File: config.mk
export PLATFORM = sky130hd
export DESIGN_NAME = dbu_param_flat
export DESIGN_NICKNAME = d
export VERILOG_FILES = /design/src/rtl/dbu_pkg.sv /design/src/rtl/dbu_param_if.sv /design/src/rtl/dbu_debounce.sv /design/src/rtl/dbu_param.sv /design/src/flat_wrapper.sv
export SDC_FILE = /design/constraint.sdc
export NUM_CORES = 1
export LEC_CHECK = 0
export CORE_AREA = 2 2 176 178
export CTS_CLUSTER_DIAMETER = 80
export DETAILED_ROUTE_END_ITERATION = 12
export DIE_AREA = 0 0 178 180
export PLACE_DENSITY_LB_ADDON = 0.2
export SYNTH_ARGS = -nofsm -noshare
export SYNTH_HDL_FRONTEND = slang
export SYNTH_SLANG_ARGS = --single-unit
File: constraint.sdc
create_clock -name clk -period 3.5 [get_ports clk]
set_input_delay 0.7 -clock clk [delete_from_list [all_inputs] [get_ports clk]]
set_output_delay 0.7 -clock clk [all_outputs]
set_load 0.02 [all_outputs]
File: src/rtl/dbu_pkg.sv
// Shared types for the parametrised debug unit: CPU gating states and the
// display channel that carries the memory/register-file read port.
package dbu_pkg;

    typedef enum logic [2:0] {
        IDLE  = 3'd0,
        STEP  = 3'd1,
        BURST = 3'd2,
        RUN   = 3'd3,
        HALT  = 3'd4
    } state_e;

    localparam int SEL_MEMRF = 0;

endpackage

File: src/rtl/dbu_param_if.sv
// Board/CPU-side signal bundle of the debug unit. The board or bench drives
// the master side; the debug unit sits on the slave side.
interface dbu_param_if #(
    parameter int DATA_W  = 32,
    parameter int ADDR_W  = 8,
    parameter int NCH     = 8,
    parameter int SEL_W   = 3,
    parameter int BURST_W = 8
);
    logic                  succ;
    logic                  step;
    logic                  inc;
    logic                  dec;
    logic                  m_rf;
    logic [SEL_W-1:0]      sel;
    logic [BURST_W-1:0]    burst_n;
    logic                  bp_en;
    logic [DATA_W-1:0]     bp_pc;
    logic [DATA_W-1:0]     pc;
    logic [DATA_W-1:0]     m_data;
    logic [DATA_W-1:0]     rf_data;
    logic [NCH*DATA_W-1:0] status;
    logic                  run;
    logic [ADDR_W-1:0]     m_rf_addr;
    logic [DATA_W-1:0]     data_display;
    logic [7:0]            led;

    modport master (
        output succ, step, inc, dec, m_rf, sel, burst_n, bp_en, bp_pc, pc,
               m_data, rf_data, status,
        input  run, m_rf_addr, data_display, led
    );

    modport slave (
        input  succ, step, inc, dec, m_rf, sel, burst_n, bp_en, bp_pc, pc,
               m_data, rf_data, status,
        output run, m_rf_addr, data_display, led
    );
endinterface

File: src/rtl/dbu_debounce.sv
// Two-flop synchroniser plus stability-count debouncer for one raw board input;
// emits the debounced level and a one-cycle pulse on its rising edge.
module dbu_debounce #(
    parameter int DEB_CYCLES = 4
) (
    input  logic clk,
    input  logic rst,
    input  logic raw,
    output logic level,
    output logic rise_pulse
);
    localparam int CNT_W = (DEB_CYCLES > 1) ? $clog2(DEB_CYCLES) : 1;
    localparam logic [CNT_W-1:0] CNT_LAST = CNT_W'(DEB_CYCLES - 1);

    logic [1:0]       sync_r;
    logic [CNT_W-1:0] cnt_r;
    logic             level_r;
    logic             rise_r;

    // The level flips only after DEB_CYCLES consecutive disagreeing samples.
    always_ff @(posedge clk or posedge rst) begin
        if (rst) begin
            sync_r  <= 2'b00;
            cnt_r   <= {CNT_W{1'b0}};
            level_r <= 1'b0;
            rise_r  <= 1'b0;
        end else begin
            sync_r <= {sync_r[0], raw};
            if (sync_r[1] != level_r) begin
                if (cnt_r == CNT_LAST) begin
                    level_r <= sync_r[1];
                    rise_r  <= sync_r[1];
                    cnt_r   <= {CNT_W{1'b0}};
                end else begin
                    rise_r  <= 1'b0;
                    cnt_r   <= cnt_r + CNT_W'(1);
                end
            end else begin
                rise_r <= 1'b0;
                cnt_r  <= {CNT_W{1'b0}};
            end
        end
    end

    assign level      = level_r;
    assign rise_pulse = rise_r;
endmodule

File: src/rtl/dbu_param.sv
// Parametrised debug unit: conditions board inputs, gates the CPU clock enable
// (step / burst / run / breakpoint halt), walks the read address and muxes the display.
module dbu_param
    import dbu_pkg::*;
#(
    parameter int DATA_W     = 32,
    parameter int ADDR_W     = 8,
    parameter int RF_AW      = 5,
    parameter int NCH        = 8,
    parameter int SEL_W      = 3,
    parameter int BURST_W    = 8,
    parameter int DEB_CYCLES = 4
) (
    input  logic        clk,
    input  logic        rst,
    dbu_param_if.slave  bus
);
    localparam logic [ADDR_W-1:0] RF_MASK  = ADDR_W'((64'd1 << RF_AW) - 64'd1);
    localparam logic [ADDR_W-1:0] MEM_MASK = {ADDR_W{1'b1}};
    localparam logic [SEL_W:0]    NCH_L    = (SEL_W+1)'(NCH);

    logic succ_lvl_s, succ_rise_s, step_lvl_s, step_pulse_s;
    logic inc_lvl_s, inc_pulse_s, dec_lvl_s, dec_pulse_s, m_rf_lvl_s, m_rf_rise_s;

    dbu_debounce #(.DEB_CYCLES(DEB_CYCLES)) u_deb_succ (.clk(clk), .rst(rst), .raw(bus.succ), .level(succ_lvl_s), .rise_pulse(succ_rise_s));
    dbu_debounce #(.DEB_CYCLES(DEB_CYCLES)) u_deb_step (.clk(clk), .rst(rst), .raw(bus.step), .level(step_lvl_s), .rise_pulse(step_pulse_s));
    dbu_debounce #(.DEB_CYCLES(DEB_CYCLES)) u_deb_inc  (.clk(clk), .rst(rst), .raw(bus.inc),  .level(inc_lvl_s),  .rise_pulse(inc_pulse_s));
    dbu_debounce #(.DEB_CYCLES(DEB_CYCLES)) u_deb_dec  (.clk(clk), .rst(rst), .raw(bus.dec),  .level(dec_lvl_s),  .rise_pulse(dec_pulse_s));
    dbu_debounce #(.DEB_CYCLES(DEB_CYCLES)) u_deb_mrf  (.clk(clk), .rst(rst), .raw(bus.m_rf), .level(m_rf_lvl_s), .rise_pulse(m_rf_rise_s));

    state_e             state_r, state_nxt_s;
    logic [BURST_W-1:0] cnt_r, cnt_nxt_s;
    logic               run_r, run_nxt_s;
    logic               bp_hit_s;
    logic [ADDR_W-1:0]  addr_r, addr_nxt_s, addr_mask_s;
    logic               m_rf_d_r;
    logic [DATA_W-1:0]  ch_s [NCH];
    logic [DATA_W-1:0]  disp_r, disp_nxt_s;
    logic [7:0]         led_r;
    logic [ADDR_W+5:0]  addr_ext_s;
    logic               unused_s;

    assign bp_hit_s = bus.bp_en && (bus.pc == bus.bp_pc);

    // Next state and the run enable for the coming cycle; a breakpoint match
    // clears run before it reaches the register, so that instruction never issues.
    always_comb begin
        state_nxt_s = state_r;
        cnt_nxt_s   = cnt_r;
        run_nxt_s   = 1'b0;
        case (state_r)
            IDLE: begin
                if (succ_lvl_s) begin
                    state_nxt_s = RUN;
                    run_nxt_s   = 1'b1;
                end else if (step_pulse_s) begin
                    run_nxt_s = 1'b1;
                    if (bus.burst_n <= BURST_W'(1)) begin
                        state_nxt_s = STEP;
                    end else begin
                        state_nxt_s = BURST;
                        cnt_nxt_s   = bus.burst_n - BURST_W'(1);
                    end
                end else begin
                    state_nxt_s = IDLE;
                end
            end
            STEP: begin
                state_nxt_s = IDLE;
            end
            BURST: begin
                if (cnt_r == {BURST_W{1'b0}}) begin
                    state_nxt_s = IDLE;
                end else if (bp_hit_s) begin
                    state_nxt_s = HALT;
                    cnt_nxt_s   = {BURST_W{1'b0}};
                end else begin
                    cnt_nxt_s = cnt_r - BURST_W'(1);
                    run_nxt_s = 1'b1;
                end
            end
            RUN: begin
                if (!succ_lvl_s) begin
                    state_nxt_s = IDLE;
                end else if (bp_hit_s) begin
                    state_nxt_s = HALT;
                end else begin
                    run_nxt_s = 1'b1;
                end
            end
            HALT: begin
                if (!succ_lvl_s) begin
                    state_nxt_s = IDLE;
                end else if (step_pulse_s) begin
                    run_nxt_s = 1'b1;
                end else begin
                    state_nxt_s = HALT;
                end
            end
            default: begin
                state_nxt_s = IDLE;
                cnt_nxt_s   = {BURST_W{1'b0}};
            end
        endcase
    end

    // FSM state, burst counter and the registered CPU clock enable.
    always_ff @(posedge clk or posedge rst) begin
        if (rst) begin
            state_r <= IDLE;
            cnt_r   <= {BURST_W{1'b0}};
            run_r   <= 1'b0;
        end else begin
            state_r <= state_nxt_s;
            cnt_r   <= cnt_nxt_s;
            run_r   <= run_nxt_s;
        end
    end

    // Address walk: a mode flip restarts at 0; opposing pulses cancel.
    always_comb begin
        addr_mask_s = m_rf_lvl_s ? MEM_MASK : RF_MASK;
        if (m_rf_lvl_s != m_rf_d_r) begin
            addr_nxt_s = {ADDR_W{1'b0}};
        end else if (inc_pulse_s && !dec_pulse_s) begin
            addr_nxt_s = (addr_r + ADDR_W'(1)) & addr_mask_s;
        end else if (dec_pulse_s && !inc_pulse_s) begin
            addr_nxt_s = (addr_r - ADDR_W'(1)) & addr_mask_s;
        end else begin
            addr_nxt_s = addr_r;
        end
    end

    // Read address and the previous debounced mode used for change detection.
    always_ff @(posedge clk or posedge rst) begin
        if (rst) begin
            addr_r   <= {ADDR_W{1'b0}};
            m_rf_d_r <= 1'b0;
        end else begin
            addr_r   <= addr_nxt_s;
            m_rf_d_r <= m_rf_lvl_s;
        end
    end

    // Channel table; selects past the last channel show zero.
    always_comb begin
        ch_s[SEL_MEMRF] = m_rf_lvl_s ? bus.m_data : bus.rf_data;
        for (int k = 1; k < NCH; k++) begin
            ch_s[k] = bus.status[k*DATA_W +: DATA_W];
        end
        if ({1'b0, bus.sel} < NCH_L) begin
            disp_nxt_s = ch_s[bus.sel];
        end else begin
            disp_nxt_s = {DATA_W{1'b0}};
        end
    end

    assign addr_ext_s = {6'd0, addr_r};

    // Display and LED registers.
    always_ff @(posedge clk or posedge rst) begin
        if (rst) begin
            disp_r <= {DATA_W{1'b0}};
            led_r  <= 8'h00;
        end else begin
            disp_r <= disp_nxt_s;
            led_r  <= {(state_r == HALT), run_r, addr_ext_s[5:0]};
        end
    end

    assign bus.run          = run_r;
    assign bus.m_rf_addr    = addr_r;
    assign bus.data_display = disp_r;
    assign bus.led          = led_r;

    assign unused_s = ^{succ_rise_s, step_lvl_s, inc_lvl_s, dec_lvl_s, m_rf_rise_s,
                        bus.status[DATA_W-1:0]};
endmodule
File: src/flat_wrapper.sv
// flat-port wrapper written by rule: the top's interface ports become plain ports
module dbu_param_flat import dbu_pkg::*;
#(
    parameter int DATA_W     = 32,
    parameter int ADDR_W     = 8,
    parameter int RF_AW      = 5,
    parameter int NCH        = 8,
    parameter int SEL_W      = 3,
    parameter int BURST_W    = 8,
    parameter int DEB_CYCLES = 4
)
  (clk, rst, bus_succ, bus_step, bus_inc, bus_dec, bus_m_rf, bus_sel, bus_burst_n, bus_bp_en, bus_bp_pc, bus_pc, bus_m_data, bus_rf_data, bus_status, bus_run, bus_m_rf_addr, bus_data_display, bus_led);
  dbu_param_if #(.DATA_W(DATA_W), .ADDR_W(ADDR_W), .NCH(NCH), .SEL_W(SEL_W), .BURST_W(BURST_W)) bus_i ();
  input  logic clk;
  input  logic rst;
  input wire logic [$bits(bus_i.succ)-1:0] bus_succ;
  input wire logic [$bits(bus_i.step)-1:0] bus_step;
  input wire logic [$bits(bus_i.inc)-1:0] bus_inc;
  input wire logic [$bits(bus_i.dec)-1:0] bus_dec;
  input wire logic [$bits(bus_i.m_rf)-1:0] bus_m_rf;
  input wire logic [$bits(bus_i.sel)-1:0] bus_sel;
  input wire logic [$bits(bus_i.burst_n)-1:0] bus_burst_n;
  input wire logic [$bits(bus_i.bp_en)-1:0] bus_bp_en;
  input wire logic [$bits(bus_i.bp_pc)-1:0] bus_bp_pc;
  input wire logic [$bits(bus_i.pc)-1:0] bus_pc;
  input wire logic [$bits(bus_i.m_data)-1:0] bus_m_data;
  input wire logic [$bits(bus_i.rf_data)-1:0] bus_rf_data;
  input wire logic [$bits(bus_i.status)-1:0] bus_status;
  output wire logic [$bits(bus_i.run)-1:0] bus_run;
  output wire logic [$bits(bus_i.m_rf_addr)-1:0] bus_m_rf_addr;
  output wire logic [$bits(bus_i.data_display)-1:0] bus_data_display;
  output wire logic [$bits(bus_i.led)-1:0] bus_led;
  assign bus_i.succ = bus_succ;
  assign bus_i.step = bus_step;
  assign bus_i.inc = bus_inc;
  assign bus_i.dec = bus_dec;
  assign bus_i.m_rf = bus_m_rf;
  assign bus_i.sel = bus_sel;
  assign bus_i.burst_n = bus_burst_n;
  assign bus_i.bp_en = bus_bp_en;
  assign bus_i.bp_pc = bus_bp_pc;
  assign bus_i.pc = bus_pc;
  assign bus_i.m_data = bus_m_data;
  assign bus_i.rf_data = bus_rf_data;
  assign bus_i.status = bus_status;
  assign bus_run = bus_i.run;
  assign bus_m_rf_addr = bus_i.m_rf_addr;
  assign bus_data_display = bus_i.data_display;
  assign bus_led = bus_i.led;
  dbu_param #(.DATA_W(DATA_W), .ADDR_W(ADDR_W), .RF_AW(RF_AW), .NCH(NCH), .SEL_W(SEL_W), .BURST_W(BURST_W), .DEB_CYCLES(DEB_CYCLES)) u_core (.clk(clk), .rst(rst), .bus(bus_i));
endmodule
* Yosys cells after proc, flatten, opt, wreduce, memory -nomap -nowiden
Index checks and enable logic that the tools add are counted. Widths: inputs -> output; s select.
Storage, ports and cells: bits in registers 89, bits in latches 0, memory bits (writable) 0, ROM bits 0, input bits 403, output and inout bits 49, logic and storage cells 122, memories 0
Cells by class: add/sub/neg operators 9, $mul 0, div/mod/pow operators 0, order comparisons 2, eq/ne operators 21, shift-type cells 0, multiplexer cells 46, bitwise logic cells 4, reductions and logical operators 15
Operators with widths (count):
- $bmux 32 s3 | 1
- $mux 32 | 3
- $mux 8 | 9
- $eq 32x32->1 | 1
- $mux 2 | 12
- $pmux 8 s3 | 1
- $sub 8x1->8 const B | 3
- $mux 3 | 6
- $and 8x8->8 | 2
- $mux 1 | 12
- $pmux 3 s4 | 1
- $add 2x1->2 const B | 5
- $eq 2x2->1 const B | 5
- $reduce_and 2->1 | 5
- $add 8x1->8 const B | 1
- $le 8x1->1 const B | 1
- $logic_not 8->1 | 1
- $ne 2x2->1 const B | 4
- $eq 3x2->1 const B | 2
- $ne 1x1->1 | 6
- $reduce_and 5->1 | 1
- $ge 4x4->1 const B | 1
- $not 3->4 | 1
- $pmux 1 s4 | 1
- other kinds (9) | 12

* Longest topological paths before layout
Gate-level depths: netlist of the first run.
depth after elaboration 5, depth in mapped cells 10

* By module
From an unflattened synthesis of the first run, not the netlist that was laid out.
Unflattened totals: cells, all modules 486, area, all modules 6301.0 sq um
Modules (own cells, without submodules):
- dbu_param | instances 1, cells an instance 421, area each 5237.5 sq um, sequential area each 1526.5 sq um
- dbu_debounce | instances 5, cells an instance 13, area each 212.7 sq um, sequential area each 150.1 sq um

* Least setup slack after synthesis of the first run
No wires, ideal clock.
kind reg2reg, from register u_core.u_deb_dec.rise_r, in the netlist u_core.u_deb_dec.rise_pulse, to register u_core.addr_r[7], in the netlist u_core.bus.m_rf_addr[7], setup time 70 ps, data arrival time 2403 ps, required time 3430 ps, path slack 1028 ps, cell stages (with the launch flop) 11, buffers on the path 0, cell sequence dfrtp_1 inv_1 ha_1 inv_1 ha_1 and3_1 a221o_1 o41ai_2 xnor2_1 or4_1 nand3_1
On the way: longest elaborated chain between the ends 4
RTL lines:
- start, declared | RTL line dbu_debounce.sv:18 | logic rise_r;
- start signal, assigned | RTL line dbu_debounce.sv:32 | rise_r <= sync_r[1];
- $logic_not 1->1 | RTL line dbu_param.sv:125 | end else if (inc_pulse_s && !dec_pulse_s) begin
- $logic_and 1x1->1 | RTL line dbu_param.sv:125
- $mux 8 | RTL line dbu_param.sv:125
- $mux 8 | RTL line dbu_param.sv:123 | if (m_rf_lvl_s != m_rf_d_r) begin
- end signal, assigned | RTL line dbu_param.sv:137 | addr_r <= {ADDR_W{1'b0}};
- end signal, assigned | RTL line dbu_param.sv:140 | addr_r <= addr_nxt_s;
- end, declared | RTL line dbu_param.sv:35 | logic [ADDR_W-1:0] addr_r, addr_nxt_s, addr_mask_s;
Several ways; a longest one is shown, not always the timed one. A chain may end at the register's enable or synchronous reset.

* Worst setup path after layout of the first run
Ends and elaborated chain as after synthesis.

==> impl_metrics.env, run 1 <==
export IMPL_n_fill_cell=2952
export IMPL_drt_iter0_markers=284
export IMPL_clk_path_buf_depth=2
export IMPL_hold_start="u_core.u_deb_dec.sync_r[0]$_DFF_PP0_"
export IMPL_startpoint_type="flip-flop"
export IMPL_cp_end_kind="flip-flop"
export IMPL_ys_ff_latch=89
export IMPL_hold_violations=0
export IMPL_start_util=0.2028
export IMPL_drive_gt1_frac=0.1863
export IMPL_synth_area_um2=6123
export IMPL_worstReg2RegEnd="u_core.bus.m_rf_addr[7]$_DFFE_PP0P_"
export IMPL_post_route_period_util=0.7864
export IMPL_globalplace_congestion=0.8635
export IMPL_fp_row_count=64
export IMPL_yosysWarnings=0
export IMPL_crit_fanout=6
export IMPL_tightest_slew_ps=911.4
export IMPL_postLayoutCellArea_um2=11090
export IMPL_dpl_cell_count=1271
export IMPL_path_class="reg2reg"
export IMPL_dr_pass1_iters=4
export IMPL_relSlewSlack=0.3924
export IMPL_p_leak_nw=4.239
export IMPL_port_buffers=419
export IMPL_synth_common_cells="dfrtp_1 (89), mux2_2 (69), mux4_2 (64)"
export IMPL_worstHoldPathType="reg2reg"
export IMPL_met3_usage=0.06261
export IMPL_cts_hold_fix_buffers=0
export IMPL_hold_end="u_core.u_deb_dec.sync_r[1]$_DFF_PP0_"
export IMPL_grt_pass1_vias=6047
export IMPL_final_util=0.3673
export IMPL_via_per_inst=4.337
export IMPL_die_area_um2=32040
export IMPL_routed_via_count=5617
export IMPL_syn_to_final_growth_pct=81.08
export IMPL_synthCells=477
export IMPL_grt_overflow=0
export IMPL_synth_top_area_cell="dfrtp_1"
export IMPL_peakVddDrop_uv=205.1
export IMPL_h_tree_depth=3
export IMPL_holdWs_ps=351.0
export IMPL_clk_pin_slew_ps=70
export IMPL_r2r_start="u_core.u_deb_dec.rise_pulse$_DFF_PP0_"
export IMPL_grt_busiest_layer="met2"
export IMPL_grt_max_degree=50
export IMPL_pre_cts_slack_ps=531.8
export IMPL_met1_usage=0.1901
export IMPL_power_total_mw=4.747
export IMPL_critPathLaunch="u_core.u_deb_dec.rise_pulse$_DFF_PP0_"
export IMPL_grt_pass1_wl_um=38860
export IMPL_synth_enable_flop_cells=0
export IMPL_synth_nets=897
export IMPL_place_area_um2=10780
export IMPL_cts_buffers=9
export IMPL_fin_crit_ps=2752
export IMPL_synth_avg_cell_area_um2=12.84
export IMPL_gr_usage_all_layers=0.1687
export IMPL_instances_no_fill=1295
export IMPL_drc_errors=0
export IMPL_r2r_slack_ps=750
export IMPL_ioPinCount=452
export IMPL_critPathRequiredTime_ps=3770
export IMPL_cts_sinks=89
export IMPL_async_reset_ff_frac=1.000
export IMPL_crit_arrival_ps=3030
export IMPL_drv_cap=0
export IMPL_routed_wl_um=27010
export IMPL_cts_root_buf="clkbuf_16"
export IMPL_power_density_nw_per_um2=428.1
export IMPL_yosys_most_used_dff="dfrtp_1"
export IMPL_finClkSkew_ps=9.190
export IMPL_cts_tree="built"
export IMPL_setup_violations=0
export IMPL_rr_worst_depth=10
export IMPL_whs_path_depth=0
export IMPL_max_freq_mhz=363.3
export IMPL_core_area_um2=30190
export IMPL_ys_types=47
export IMPL_wl_per_cell_um=20.85
export IMPL_drv_slew=0
export IMPL_antenna_found_initial=11
export IMPL_layout_nets=1306
export IMPL_setup_ws_ps=747.7
export IMPL_fin_setup_tns_ps=0
export IMPL_postCtsSetupBuffers=0
export IMPL_use_met2=0.2940
export IMPL_synth_most_common_cell="dfrtp_1"
export IMPL_ant_nets=0
export IMPL_post_cts_resized=0
export IMPL_synth_top_area_frac=0.3637
export IMPL_worstSkewPairLatency_ps=350
export IMPL_rsz0062_at_grt="false"
export IMPL_die_h_um=180
export IMPL_ys_seq_area_frac=0.3637
export IMPL_hpwl_um=22750
export IMPL_outcome="completed"
export IMPL_die_w_um=178
export IMPL_synth_area_leaders="dfrtp_1 (36%), mux4_2 (24%), mux2_2 (13%)"
flip-flops by register name (all words and copies together), names as in the netlist, 2 cells and up:
register	flops
u_core.bus.data_display	32
u_core.bus.led	8
u_core.bus.m_rf_addr	8
u_core.cnt_r	8
u_core.state_r	3
u_core.u_deb_dec.cnt_r	2
u_core.u_deb_dec.sync_r	2
u_core.u_deb_inc.cnt_r	2
u_core.u_deb_inc.sync_r	2
u_core.u_deb_mrf.cnt_r	2
u_core.u_deb_mrf.sync_r	2
u_core.u_deb_step.cnt_r	2
u_core.u_deb_step.sync_r	2
u_core.u_deb_succ.cnt_r	2
u_core.u_deb_succ.sync_r	2
report_power, final:
group | internal (mW) | leakage [nW] | switching [mW]
clock | 0.510 | 0.136 | 0.460
sequential | 1.28 | 1.10 | 0.269
combinational | 1.30 | 3.00 | 0.923
total | 3.10 | 4.24 | 1.65
final cells by class:
cell class / instances / area [um2] / share of cell area
diodes: 8 / 20.02 / 0.001805
clock buffers: 10 / 239.0 / 0.02155
clock inverters: 6 / 50.05 / 0.004514
inverters: 12 / 47.55 / 0.004288
multi-input cells: 348 / 3734 / 0.3367
flip-flops and latches: 89 / 2228 / 0.2010
well taps: 396 / 495.5 / 0.04469
repair buffers: 426 / 4274 / 0.3855
how the worst max path moves through the flow:
| stage | cells after the start | end | slack (ps) |
|---|---|---|---|
| 3_5_place_dp | 7 | u_core.state_r[2]$_DFFE_PP0P_ | 530 |
| 2_1_floorplan | 1 | u_core.bus.data_display[0]$_DFF_PP0_ | 490 |
| 5_1_grt | 10 | u_core.bus.m_rf_addr[7]$_DFFE_PP0P_ | 570 |
| 4_1_cts | 10 | u_core.bus.m_rf_addr[7]$_DFFE_PP0P_ | 740 |
| 6_report | 10 | u_core.bus.m_rf_addr[7]$_DFFE_PP0P_ | 750 |
| 3_3_place_gp | 7 | u_core.cnt_r[5]$_DFFE_PP0P_ | 540 |
layer usage:
| layer | up-vias | wire (um) |
|---|---|---|
| li1 | 2651 | - |
| met1 | 2732 | 9985 |
| met2 | 210 | 14310 |
| met3 | 20 | 2366 |
| met4 | 4 | 314 |
| met5 | - | 27 |
cell usage in the layout, fill, tap and decap left out, drive strengths merged, types with 3 or more instances in the layout:
| master | instances |
|---|---|
| a21oi | 13 |
| and3b | 4 |
| buf | 10 |
| clkbuf | 10 |
| clkdlybuf4s50 | 416 |
| dfrtp | 89 |
| diode | 8 |
| ha | 16 |
| inv | 14 |
| mux2 | 69 |
| mux4 | 64 |
| nand2 | 16 |
| nand3 | 9 |
| nand4 | 4 |
| nand4b | 3 |
| nor2 | 29 |
| nor2b | 8 |
| nor3 | 13 |
| nor4 | 13 |
| o21ai | 5 |
| or3 | 3 |
| xnor2 | 13 |
| xor2 | 36 |
worst max-delay path, cell delays in order, from the launching register on:
cell,delay [ps]
dfrtp_1,370
inv_1,60
ha_1,230
inv_1,160
ha_1,360
and3_1,200
a221o_1,350
o41ai_2,240
xnor2_1,140
or4_1,470
nand3_1,100
cell families (layout without fill, tap and decap cells):
family	count (synthesis)	count (layout)	share of synthesized area
fa+ha+maj	17	17	0.03596
buf+inv	40	454	0.02656
other cells	0	8	0
mux	133	133	0.3623
xor+xnor	49	49	0.07009
flops	89	89	0.3637
compound gates	34	34	0.03739
simple gates	115	115	0.1040
Note: power is estimated with default switching activity, not from simulation.
==> run 2: changes to the inputs <==
==> constraint.sdc (replaced) <==
create_clock -name clk -period 2.8 [get_ports clk]
set_input_delay 0.56 -clock clk [delete_from_list [all_inputs] [get_ports clk]]
set_output_delay 0.56 -clock clk [all_outputs]
set_load 0.02 [all_outputs]
==> run 2 against run 1 <==
Net effect: combinational power rose by 32%; non-clock buffer count increased by 10; worst setup slack worse by 580 ps; total power grew 27%; fmax increased by 4.5%; routed wire length fell by 0.65%.
==> impl_metrics.env, run 2 (synthesized netlist as in run 1, its figures left out) <==
export IMPL_outcome="completed"
export IMPL_largest_reg_flops=32
export IMPL_power_density_nw_per_um2=540.1
export IMPL_dpl_cell_count=1281
export IMPL_syn_to_final_growth_pct=82.94
export IMPL_grt_max_degree=60
export IMPL_post_cts_resized=0
export IMPL_drt_iter0_markers=258
export IMPL_cpMaxStageDelayCell="or4_1"
export IMPL_rsz0062_at_grt="false"
export IMPL_critical_path_buf_inv_count=1
export IMPL_peakVddDrop_uv=301.2
export IMPL_post_route_period_util=0.9406
export IMPL_drc_errors=0
export IMPL_dr_pass1_iters=4
export IMPL_startpoint_type="flip-flop"
export IMPL_setup_ws_ps=166.4
export IMPL_mostFrequentLayoutCells="clkdlybuf4s50_1 (416), dfrtp_1 (88), mux2_2 (69), mux4_2 (64), xor2_1 (36)"
export IMPL_wl_per_cell_um=20.59
export IMPL_grt_overflow=0
export IMPL_hold_end="u_core.u_deb_dec.sync_r[1]$_DFF_PP0_"
export IMPL_pre_cts_slack_ps=84.14
export IMPL_fp_row_count=64
export IMPL_globalplace_congestion=0.8924
export IMPL_clkPwrFrac=0.205
export IMPL_antenna_found_initial=9
export IMPL_start_util=0.2028
export IMPL_crit_path_max_incr_delay_ps=470
export IMPL_p_leak_nw=4.296
export IMPL_critical_path_top_delay_family="simple AND/OR/NAND/NOR gates"
export IMPL_crit_fanout=6
export IMPL_relSlewSlack=0.6416
export IMPL_hpwl_um=22530
export IMPL_die_area_um2=32040
export IMPL_instances_no_fill=1303
export IMPL_cts_sinks=89
export IMPL_gr_usage_all_layers=0.1678
export IMPL_intPower_mw=3.925
export IMPL_cp_common_cell="ha_1"
export IMPL_h_tree_depth=3
export IMPL_cts_root_buf="clkbuf_16"
export IMPL_whs_path_depth=0
export IMPL_setup_violations=0
export IMPL_port_buffers=419
export IMPL_place_area_um2=10890
export IMPL_ioPinCount=452
export IMPL_tightest_slew_ps=537.6
export IMPL_ant_nets=0
export IMPL_swShare=0.3512
export IMPL_grt_pass1_vias=6038
export IMPL_max_freq_mhz=379.7
export IMPL_cts_hold_fix_buffers=0
export IMPL_clk_pin_slew_ps=80
export IMPL_hold_violations=0
export IMPL_layout_nets=1316
export IMPL_cp_cell_sequence="ha_1, inv_1, ha_1, and3_1, a221o_1, o41ai_2, xnor2_1, or4_1, nand3_1"
export IMPL_n_fill_cell=2988
export IMPL_r2r_slack_ps=170
export IMPL_hold_start="u_core.u_deb_dec.sync_r[0]$_DFF_PP0_"
export IMPL_drv_slew=0
export IMPL_r2r_start="u_core.u_deb_inc.rise_pulse$_DFF_PP0_"
export IMPL_core_area_um2=30190
export IMPL_critPathRequiredTime_ps=3090
export IMPL_postCtsSetupBuffers=0
export IMPL_worstHoldPathType="reg2reg"
export IMPL_die_h_um=180
export IMPL_finClkSkew_ps=13.89
export IMPL_clk_path_buf_depth=2
export IMPL_switching_power_mw=2.125
export IMPL_postLayoutCellArea_um2=11200
export IMPL_seq_power_share=0.309
export IMPL_drive_gt1_frac=0.1953
export IMPL_holdWs_ps=349.7
export IMPL_power_total_mw=6.050
export IMPL_cp_end_kind="flip-flop"
export IMPL_fin_crit_ps=2634
export IMPL_cts_tree="built"
export IMPL_drv_cap=0
export IMPL_fin_setup_tns_ps=0
export IMPL_routed_via_count=5631
export IMPL_cts_buffers=9
export IMPL_comb_power_share=0.487
export IMPL_die_w_um=178
export IMPL_worstSkewPairLatency_ps=350
export IMPL_grt_pass1_wl_um=38900
export IMPL_rr_worst_depth=9
export IMPL_via_per_inst=4.322
export IMPL_crit_arrival_ps=2920
export IMPL_final_common_cell="clkdlybuf4s50_1"
export IMPL_final_util=0.3711
export IMPL_routed_wl_um=26830
export IMPL_path_class="reg2reg"
export IMPL_worstReg2RegEnd="u_core.bus.m_rf_addr[7]$_DFFE_PP0P_"
run 2: changes by cell type in the layout (fill, tap and decap cells not counted):
| cell | change |
|---|---|
| clkinv_4 | -1 |
| buf_12 | +3 |
| diode_2 | -2 |
| buf_4 | +7 |
| clkinv_8 | +1 |
| clkinvlp_4 | +1 |
| inv_8 | +1 |
| inv_4 | -1 |
| clkbuf_8 | -1 |
run 2: final cells by class:
type                       count  area, um2  area share
sequential                    89       2228      0.1989
clock buffer                   9      225.2     0.02010
inverter                      12      48.80    0.004356
timing repair buffer         436       4387      0.3916
multi-input combinational    348       3734      0.3333
clock inverter                 7      68.82    0.006143
antenna                        6      15.01    0.001340
tap                          396      495.5     0.04423
run 2: worst max-delay path by stage:
stage / start / end / cells past startpoint
2_1_floorplan: u_core.u_deb_dec.rise_pulse$_DFF_PP0_ / u_core.bus.m_rf_addr[7]$_DFFE_PP0P_ / 10
3_3_place_gp: bus_bp_pc[0] / u_core.state_r[2]$_DFFE_PP0P_ / 8
3_5_place_dp: bus_bp_pc[0] / u_core.state_r[2]$_DFFE_PP0P_ / 8
4_1_cts: u_core.u_deb_inc.rise_pulse$_DFF_PP0_ / u_core.bus.m_rf_addr[7]$_DFFE_PP0P_ / 9
5_1_grt: u_core.u_deb_dec.rise_pulse$_DFF_PP0_ / u_core.bus.m_rf_addr[7]$_DFFE_PP0P_ / 10
6_report: u_core.u_deb_inc.rise_pulse$_DFF_PP0_ / u_core.bus.m_rf_addr[7]$_DFFE_PP0P_ / 9
run 2: routing by layer:
| metal | track usage | vias to the layer above | share of wire |
|---|---|---|---|
| li1 | - | 2671 | - |
| met1 | 0.1909 | 2729 | 0.38 |
| met2 | 0.2977 | 208 | 0.53 |
| met3 | 0.05647 | 19 | 0.081 |
| met4 | 0.04393 | 4 | 0.012 |
| met5 | 0 | - | 0.0010 |
run 2: power groups by stage:
stage                     clock [mW]  combinational [mW]  sequential (mW)
final                           1.24                2.94             1.87
after global routing            1.34                3.21             1.93
after CTS                       1.29                2.98             1.87
after detailed placement           0                2.96             1.89
after global placement             0                2.95             1.88
after floorplan                    0                1.52             1.99
